File: src/rtl/flash_cmd_sequencer_pkg.sv
// Shared encodings for the flash command sequencer: FSM states,
// JEDEC command bytes and last-command codes.
package flash_cmd_sequencer_pkg;

  // 3-bit state encoding; dbg_state exposes it unchanged.
  typedef enum logic [2:0] {
    ST_IDLE = 3'd0,
    ST_U1   = 3'd1,
    ST_U2   = 3'd2,
    ST_PROG = 3'd3,
    ST_E0   = 3'd4,
    ST_E1   = 3'd5,
    ST_E2   = 3'd6,
    ST_BUSY = 3'd7
  } state_t;

  localparam logic [7:0] CMD_AA = 8'hAA;
  localparam logic [7:0] CMD_55 = 8'h55;
  localparam logic [7:0] CMD_A0 = 8'hA0;
  localparam logic [7:0] CMD_80 = 8'h80;
  localparam logic [7:0] CMD_10 = 8'h10;
  localparam logic [7:0] CMD_30 = 8'h30;
  localparam logic [7:0] CMD_F0 = 8'hF0;

  localparam logic [1:0] LC_NONE = 2'd0;
  localparam logic [1:0] LC_PROG = 2'd1;
  localparam logic [1:0] LC_SECT = 2'd2;
  localparam logic [1:0] LC_CHIP = 2'd3;

endpackage

File: src/rtl/flash_cmd_sequencer_timer.sv
// Busy window down-counter. Loads a length, counts down to zero and
// stops there; o_expire marks the last busy cycle (count == 1).
module flash_busy_timer #(
  parameter int CNT_W = 24
) (
  input  logic             i_clk,
  input  logic             i_reset,
  input  logic             i_load,
  input  logic [CNT_W-1:0] i_load_value,
  output logic             o_expire
);

  logic [CNT_W-1:0] r_count;

  // Load takes priority; otherwise decrement without wrapping below zero.
  always_ff @(posedge i_clk) begin
    if (i_reset) begin
      r_count <= '0;
    end else if (i_load) begin
      r_count <= i_load_value;
    end else if (r_count != '0) begin
      r_count <= r_count - 1'b1;
    end
  end

  assign o_expire = (r_count == {{(CNT_W-1){1'b0}}, 1'b1});

endmodule

File: src/rtl/flash_cmd_sequencer.sv
// Flash command sequencer: follows JEDEC unlock/command sequences written
// to ROM space, lets only well-formed sequence writes reach the flash,
// and times the busy window after program/erase commands.
// Handshake: a write is cpu_wr && prg_write_enabled, single cycle, no
// back-pressure; flash_we_allow is a combinational qualifier for that
// same cycle's write and is never asserted without a write.
module flash_cmd_sequencer
  import flash_cmd_sequencer_pkg::*;
#(
  parameter logic [10:0]      ADDR_U1     = 11'h555,
  parameter logic [10:0]      ADDR_U2     = 11'h2AA,
  parameter int               CNT_W       = 24,
  parameter logic [CNT_W-1:0] PROG_CYCLES = 24'd40,
  parameter logic [CNT_W-1:0] SECT_CYCLES = 24'd400000,
  parameter logic [CNT_W-1:0] CHIP_CYCLES = 24'hFFFFFF
) (
  input  logic        m2,
  input  logic        reset,
  input  logic        prg_write_enabled,
  input  logic        cpu_wr,
  input  logic [14:0] cpu_addr,
  input  logic [7:0]  cpu_data,
  output logic        flash_we_allow,
  output logic        busy,
  output logic [1:0]  last_cmd,
  output logic        cmd_done,
  output logic        seq_error,
  output logic [2:0]  dbg_state
);

  state_t           r_state;
  state_t           w_next;
  logic             w_write;
  logic             w_at_u1;
  logic             w_at_u2;
  logic             w_err;
  logic             w_done;
  logic             w_load;
  logic [CNT_W-1:0] w_load_value;
  logic             w_cmd_set;
  logic [1:0]       w_cmd_val;
  logic             w_expire;

  assign w_write = cpu_wr & prg_write_enabled;
  assign w_at_u1 = (cpu_addr[10:0] == ADDR_U1);
  assign w_at_u2 = (cpu_addr[10:0] == ADDR_U2);

  flash_busy_timer #(.CNT_W(CNT_W)) u_timer (
    .i_clk        (m2),
    .i_reset      (reset),
    .i_load       (w_load),
    .i_load_value (w_load_value),
    .o_expire     (w_expire)
  );

  // Next-state, write gating and side effects of the command sequence.
  always_comb begin
    w_next         = r_state;
    flash_we_allow = 1'b0;
    w_err          = 1'b0;
    w_done         = 1'b0;
    w_load         = 1'b0;
    w_load_value   = '0;
    w_cmd_set      = 1'b0;
    w_cmd_val      = LC_NONE;
    if (r_state == ST_BUSY) begin
      // Writes during the operation are dropped and flagged, even on the last cycle.
      if (w_write) w_err = 1'b1;
      if (w_expire) begin
        w_next = ST_IDLE;
        w_done = 1'b1;
      end
    end else if (w_write) begin
      flash_we_allow = 1'b1;
      w_next         = ST_IDLE;
      case (r_state)
        ST_IDLE: begin
          if (cpu_data == CMD_AA && w_at_u1) w_next = ST_U1;
          else if (cpu_data != CMD_F0) flash_we_allow = 1'b0;
        end
        ST_U1: begin
          if (cpu_data == CMD_55 && w_at_u2) w_next = ST_U2;
          else flash_we_allow = 1'b0;
        end
        ST_U2: begin
          if (cpu_data == CMD_A0 && w_at_u1) w_next = ST_PROG;
          else if (cpu_data == CMD_80 && w_at_u1) w_next = ST_E0;
          else if (cpu_data != CMD_F0) flash_we_allow = 1'b0;
        end
        ST_PROG: begin
          w_next       = ST_BUSY;
          w_load       = 1'b1;
          w_load_value = PROG_CYCLES;
          w_cmd_set    = 1'b1;
          w_cmd_val    = LC_PROG;
        end
        ST_E0: begin
          if (cpu_data == CMD_AA && w_at_u1) w_next = ST_E1;
          else flash_we_allow = 1'b0;
        end
        ST_E1: begin
          if (cpu_data == CMD_55 && w_at_u2) w_next = ST_E2;
          else flash_we_allow = 1'b0;
        end
        ST_E2: begin
          if (cpu_data == CMD_10 && w_at_u1) begin
            w_next       = ST_BUSY;
            w_load       = 1'b1;
            w_load_value = CHIP_CYCLES;
            w_cmd_set    = 1'b1;
            w_cmd_val    = LC_CHIP;
          end else if (cpu_data == CMD_30) begin
            w_next       = ST_BUSY;
            w_load       = 1'b1;
            w_load_value = SECT_CYCLES;
            w_cmd_set    = 1'b1;
            w_cmd_val    = LC_SECT;
          end else begin
            flash_we_allow = 1'b0;
          end
        end
        default: flash_we_allow = 1'b0;
      endcase
      // Any write that was not a legal step breaks the sequence.
      if (!flash_we_allow) w_err = 1'b1;
    end
  end

  // State and registered status outputs.
  always_ff @(posedge m2) begin
    if (reset) begin
      r_state   <= ST_IDLE;
      last_cmd  <= LC_NONE;
      cmd_done  <= 1'b0;
      seq_error <= 1'b0;
    end else begin
      r_state   <= w_next;
      cmd_done  <= w_done;
      seq_error <= seq_error | w_err;
      if (w_cmd_set) last_cmd <= w_cmd_val;
    end
  end

  assign busy      = (r_state == ST_BUSY);
  assign dbg_state = r_state;

endmodule

File: config.mk
export PLATFORM = sky130hd
export DESIGN_NAME = flash_cmd_sequencer
export DESIGN_NICKNAME = d
export VERILOG_FILES = /design/src/rtl/flash_cmd_sequencer_pkg.sv /design/src/rtl/flash_cmd_sequencer_timer.sv /design/src/rtl/flash_cmd_sequencer.sv
export SDC_FILE = /design/constraint.sdc
export NUM_CORES = 1
export LEC_CHECK = 0
export ABC_AREA = 1
export CAP_MARGIN = 10
export CORE_MARGIN = 10
export CORE_UTILIZATION = 43
export CTS_CLUSTER_DIAMETER = 50
export DETAILED_ROUTE_END_ITERATION = 10
export GPL_ROUTABILITY_DRIVEN = 0
export HOLD_SLACK_MARGIN = 0.08
export PLACE_DENSITY = 0.73
export SLEW_MARGIN = 25
export SYNTH_ARGS = -nofsm -noshare
export SYNTH_HDL_FRONTEND = slang
export SYNTH_HIERARCHICAL = 1
export SYNTH_SLANG_ARGS = --single-unit
File: constraint.sdc
create_clock -name m2 -period 4.7 [get_ports m2]
set_input_delay 1.175 -clock m2 [delete_from_list [all_inputs] [get_ports m2]]
set_output_delay 1.175 -clock m2 [all_outputs]
set_load 0.01 [all_outputs]
# Yosys cells after proc, flatten, opt, wreduce, memory -nomap -nowiden
# Cells that the tools add are included.
[word_totals] register_bits=31 inputBits=27 word_cells=84
[classes] n_addsub=1 n_eq_ne=18 n_mux=45 n_bitwise=3 reduce_logical=12
[op_table] cell="24-bit 2-to-1 mux" count=5
[op_table] cell="24-bit case mux with 2 select lines" count=1
[op_table] cell="3-bit 2-to-1 mux" count=9
[op_table] cell="24-bit by 1-bit equality test with 1-bit output, second input constant" count=1
[op_table] cell="8-bit equality test, second input constant" count=3
[op_table] cell="24-bit nonzero test" count=1
[op_table] cell="24-bit by 1-bit subtractor with 24-bit output, second input constant" count=1
[op_table] cell="3-bit case mux with 7 select lines" count=1
[op_table] cell="1-bit 2-to-1 mux" count=20
[op_table] cell="19-bit 2-to-1 mux" count=1
[op_table] cell="3-bit equality test, second input constant" count=4
[op_table] cell="11-bit by 10-bit equality test with 1-bit output, second input constant" count=1
[op_table] cell="11-bit equality test, second input constant" count=1
[op_table] cell="2-bit 2-to-1 mux" count=5
[op_table] cell="8-bit by 5-bit equality test with 1-bit output, second input constant" count=1
[op_table] cell="8-bit by 6-bit equality test with 1-bit output, second input constant" count=1
[op_table] cell="8-bit by 7-bit equality test with 1-bit output, second input constant" count=1
[op_table] cell="8-bit != test, second input constant" count=1
[op_table] cell="3-bit by 2-bit equality test with 1-bit output, second input constant" count=2
[op_table] cell="1-bit case mux with 6 select lines" count=1
[op_table] cell="1-bit logical AND" count=5
[op_table] cell="2-bit case mux with 2 select lines" count=1
[op_table] cell="2-bit nonzero test" count=2
[op_table] cell="2-bit OR reduction" count=2
[op_table] cell="8 further kinds" count=8

# Depth between registers and ports, before layout
[logic_depth] depth_word=11 ltp_mapped=18

# By module
# Netlist, hierarchy kept.
[modules_own_cells] mod="flash_busy_timer" instances=1 cells_per_inst=292 area_each_um2=1800.5 seq_area_each_um2=480.5
[modules_own_cells] mod="flash_cmd_sequencer" instances=1 cells_per_inst=141 area_each_um2=738.2 seq_area_each_um2=140.1

# Worst setup path after synthesis
# No wires, ideal clock.
[synth_path] path_type="input to output" from="in cpu_data[0]" to="out flash_we_allow" arrival_time_ns=2.111 slack_ns=1.414 stages=7 path_buffers=0 path_cell_list="nor2_1 > nand2_2 > nor2_1 > nand3_1 > a21oi_1 > nor2_1 > a21oi_1"
[synth_between] elab_chain_len=9
[synth_rtl] element="start: declaration" line="flash_cmd_sequencer.sv:22" text="input logic [7:0] cpu_data,"
[synth_rtl] element="8-bit != test or 8-bit equality test (tied branches)" line="flash_cmd_sequencer.sv:79, flash_cmd_sequencer.sv:88, flash_cmd_sequencer.sv:87"
[synth_rtl] element="1-bit 2-to-1 mux or 1-bit logical AND (tied branches)" line="flash_cmd_sequencer.sv:79, flash_cmd_sequencer.sv:88, flash_cmd_sequencer.sv:87"
[synth_rtl] element="1-bit 2-to-1 mux" line="flash_cmd_sequencer.sv:87" text="else if (cpu_data == CMD_80 && w_at_u1) w_next = ST_E0;"
[synth_rtl] element="1-bit 2-to-1 mux" line="flash_cmd_sequencer.sv:86" text="if (cpu_data == CMD_A0 && w_at_u1) w_next = ST_PROG;"
[synth_rtl] element="1-bit case mux with 6 select lines *" line="flash_cmd_sequencer.sv:76" text="case (r_state)"
[synth_rtl] element="1-bit 2-to-1 mux *" line="flash_cmd_sequencer.sv:73" text="end else if (w_write) begin"
[synth_rtl] element="1-bit 2-to-1 mux *" line="flash_cmd_sequencer.sv:66" text="if (r_state == ST_BUSY) begin"
[synth_rtl] element="1-bit 2-to-1 mux *" line="flash_cmd_sequencer.sv:73"
[synth_rtl] element="1-bit 2-to-1 mux *" line="flash_cmd_sequencer.sv:66"
[synth_rtl] element="end: declaration" line="flash_cmd_sequencer.sv:23" text="output logic flash_we_allow,"
# Every way passes the cells marked *; elsewhere a longest branch is shown, timed or not. The select of a mux whose other input is x is not followed.

# Final worst setup path
[layout_path] from="in cpu_data[7]" to="out flash_we_allow"
# The elaborated chain is that of the path after synthesis.

==> impl_metrics.tcl <==
set metrics [dict create \
    die-area_mm2 0.009377 \
    syn_nets 463 \
    worst_clock_skew_ns 0.007034 \
    core_mm2 0.005608 \
    cts_made_buffers 5 \
    grt_overflow_total 0 \
    hold_depth 2 \
    path_cells "clkdlybuf4s50_1, inv_2, nor2_1, nand2_1, or2_1, nor2_1, nand2_1, nand2_1, nor2_1, a21oi_1, clkdlybuf4s50_1" \
    cts_buffer_depth 2 \
    cts.clk_slew.worst_paths_ns 0.07 \
    avgSynthCellArea_um2 5.863 \
    drt_pass1_iterations 4 \
    syn2layout_area_growth_pct 17.20 \
    clkSinkCount 31 \
    grt_max_degree 42 \
    wl_per_cell_um 11.73 \
    ys_ff_latch 31 \
    crit_path_end_kind "primary output" \
    rr_worst_depth 14 \
    finish.utilization_pct 53.06 \
    setup_viol 0 \
    ys_top_cells_by_area "dfxtp_1 24%, nand2_1 15%, nor2_1 12%, nand3_1 9.5%, inv_1 7.8%" \
    p_leak_uw 0.001428 \
    numPortBuffers 31 \
    start_util_pct 45.27 \
    setup_tns_ns 0 \
    fin_crit_ns 4.358 \
    internal_power_uw 922.8 \
    yosysWarnings 6 \
    syn-cell-area_mm2 0.002539 \
    tritoncts "built" \
    drcViolationCount 0 \
    pin_count 36 \
    cp.arrival_ns 3.18 \
    insertedDiodeCount 0 \
    drt_iter0_drc 139 \
    synth_edf_count 0 \
    max_freq_mhz 229.5 \
    tightest_slew_ns 0.6421 \
    netlist-cell-type-count 32 \
    antenna_found_initial 0 \
    cpMaxStageDelayCell "clkdlybuf4s50_1" \
    hold_class "reg2reg" \
    critical_path_class "in2out" \
    status "finished, final reports clean" \
    hpwl_mm 4.817 \
    yosys.area.top_type "dfxtp_1" \
    critPathLaunchType "input port" \
    async_flop_share_pct 0 \
    seqPwrFrac_pct 23.4 \
    post_cts_resized 0 \
    switching_share_pct 53.32 \
    combPwrFrac_pct 66.2 \
    final_layout_size_suffix_gt1_share_pct 13.58 \
    drv_slew 0 \
    critPathMaxStageDelay_ns 0.57 \
    grtUsageTotal_pct 12.99 \
    fin_crit_sh_pct 92.71 \
    via_per_inst 4.916 \
    ant_nets 0 \
    clk-insertion-delay-late_ns 0.29 \
    post-synth-top-area-fraction_pct 24.45 \
    wirelength_mm 6.287 \
    grt_pass1_vias 2403 \
    htreeDepth 2 \
    rows 27 \
    die_x_um 96.84 \
    clkPwrFrac_pct 10.5 \
    finalHoldViolCount 0 \
    grt_pass1_wl_mm 10.54 \
    slew_headroom_pct 57.06 \
    die_y_um 96.84 \
    power_density_mw_per_mm2 664.4 \
    synth_most_common_cell "nand2_1" \
    drv_cap 0 \
    synth_common_cells "104 x nand2_1, 80 x nor2_1, 53 x inv_1, 48 x nand3_1, 31 x dfxtp_1" \
    worstPathRequired_ns 3.52 \
    p_switching_uw 1054 \
    root_buffer "clkbuf_8" \
    num_vias 2635 \
    ys.flop_type "dfxtp_1" \
    cts_hold_buf 0 \
    ys_seq_area_share_pct 24.45 \
    fin_nets 493 \
    synthCells 433 \
    cp_max_fo 6 \
    post-cts-setup-buffers 0 \
    rsz0062_at_grt "no" \
    vdd_drop_max_uv 396.3 \
]
==> path summary, 6_finish.rpt <==
| path | to | startpoint | slack, ns |
|---|---|---|---|
| max reg2reg | u_timer/r_count[20]$_SDFFE_PP0P_ | dbg_state[1]$_SDFFE_PP0P_ | 2.18 |
| min | seq_error$_SDFF_PP0_ | seq_error$_SDFF_PP0_ | 0.45 |
| max | flash_we_allow | cpu_data[7] | 0.34 |
| min reg2reg | seq_error$_SDFF_PP0_ | seq_error$_SDFF_PP0_ | 0.45 |
==> state kept, by name, summed over array words and instances, names as in the netlist <==
signal	count
last_cmd	2
cmd_done	1
u_timer/r_count	24
seq_error	1
dbg_state	3
==> per-layer routing <==
layer	track usage, %	part of all wire, %	up-vias
met1	16.16	48	1165
met4	2.818	0.75	0
met3	4.684	7.3	5
li1	-	-	1417
met5	0	0	-
met2	20.81	44	48
==> worst max-delay path: cells and delay by family <==
| kind | cells | cell delay [ns] |
|---|---|---|
| AOI/OAI and AO/OA | 1 | 0.12 |
| buffers and inverters | 3 | 1.16 |
| and+or+nand+nor | 7 | 0.72 |
==> cell families after synthesis <==
kind of cell	synth area share (%)
AO/OA/AOI/OAI	5.372
XOR/XNOR	0.6901
adder cells (fa/ha/maj)	1.479
buffers and inverters	11.38
flip-flops	24.45
AND/OR/NAND/NOR	56.63
==> power by group through the flow <==
stage          logic [µW]  registers, µW  clock network (µW)
6_report             1310            462                 207
5_1_grt              1510            476                 224
4_1_cts              1300            461                 214
3_5_place_dp         1300            467                   0
3_3_place_gp         1270            461                   0
2_1_floorplan        1090            441                   0
==> area by class of cell <==
type                    instances  area (µm²)
clock buffers                   5       68.82
multi-input cells             332        1629
flip-flops and latches         31       620.6
fillers                       613        2633
repair buffers                 33       325.3
well taps                      72       90.09
clock inverters                 3       15.01
inverters                      60       226.5
==> metrics by stage <==
stage	area (µm²)	setup slack [ns]	hold slack [ns]	power [µW]	cells
after global routing	2975	0.1637	0.4851	2206	536
after detailed placement	2892	0.3427	0.4442	1765	528
after floorplan	2539	1.414	0.4680	1533	433
final	2975	0.3424	0.4541	1977	536
after CTS	2975	0.3272	0.4582	1979	536
after global placement	2892	0.3230	0.4407	1727	528
==> cell usage in the layout (no fill, tap or decap), types with 2 or more instances in the layout <==
master / synthesis / routed
nor2_2: 9 / 9
buf_4: 2 / 2
clkinv_2: 1 / 4
dfxtp_1: 31 / 31
o2111ai_1: 2 / 2
o21ai_1: 2 / 2
inv_1: 53 / 53
nand4_1: 9 / 9
clkdlybuf4s50_1: 0 / 31
or2_2: 17 / 17
o21ai_0: 3 / 3
ha_1: 3 / 3
nand2_1: 104 / 104
inv_2: 6 / 6
nand2_2: 7 / 7
clkbuf_8: 0 / 5
nand3b_1: 9 / 9
nand3_2: 2 / 2
nand3_1: 48 / 48
nor3_1: 3 / 3
nor2_4: 9 / 9
or2_1: 3 / 3
nor2_1: 80 / 80
a21oi_1: 16 / 16
(Power assumes the default switching activity.)
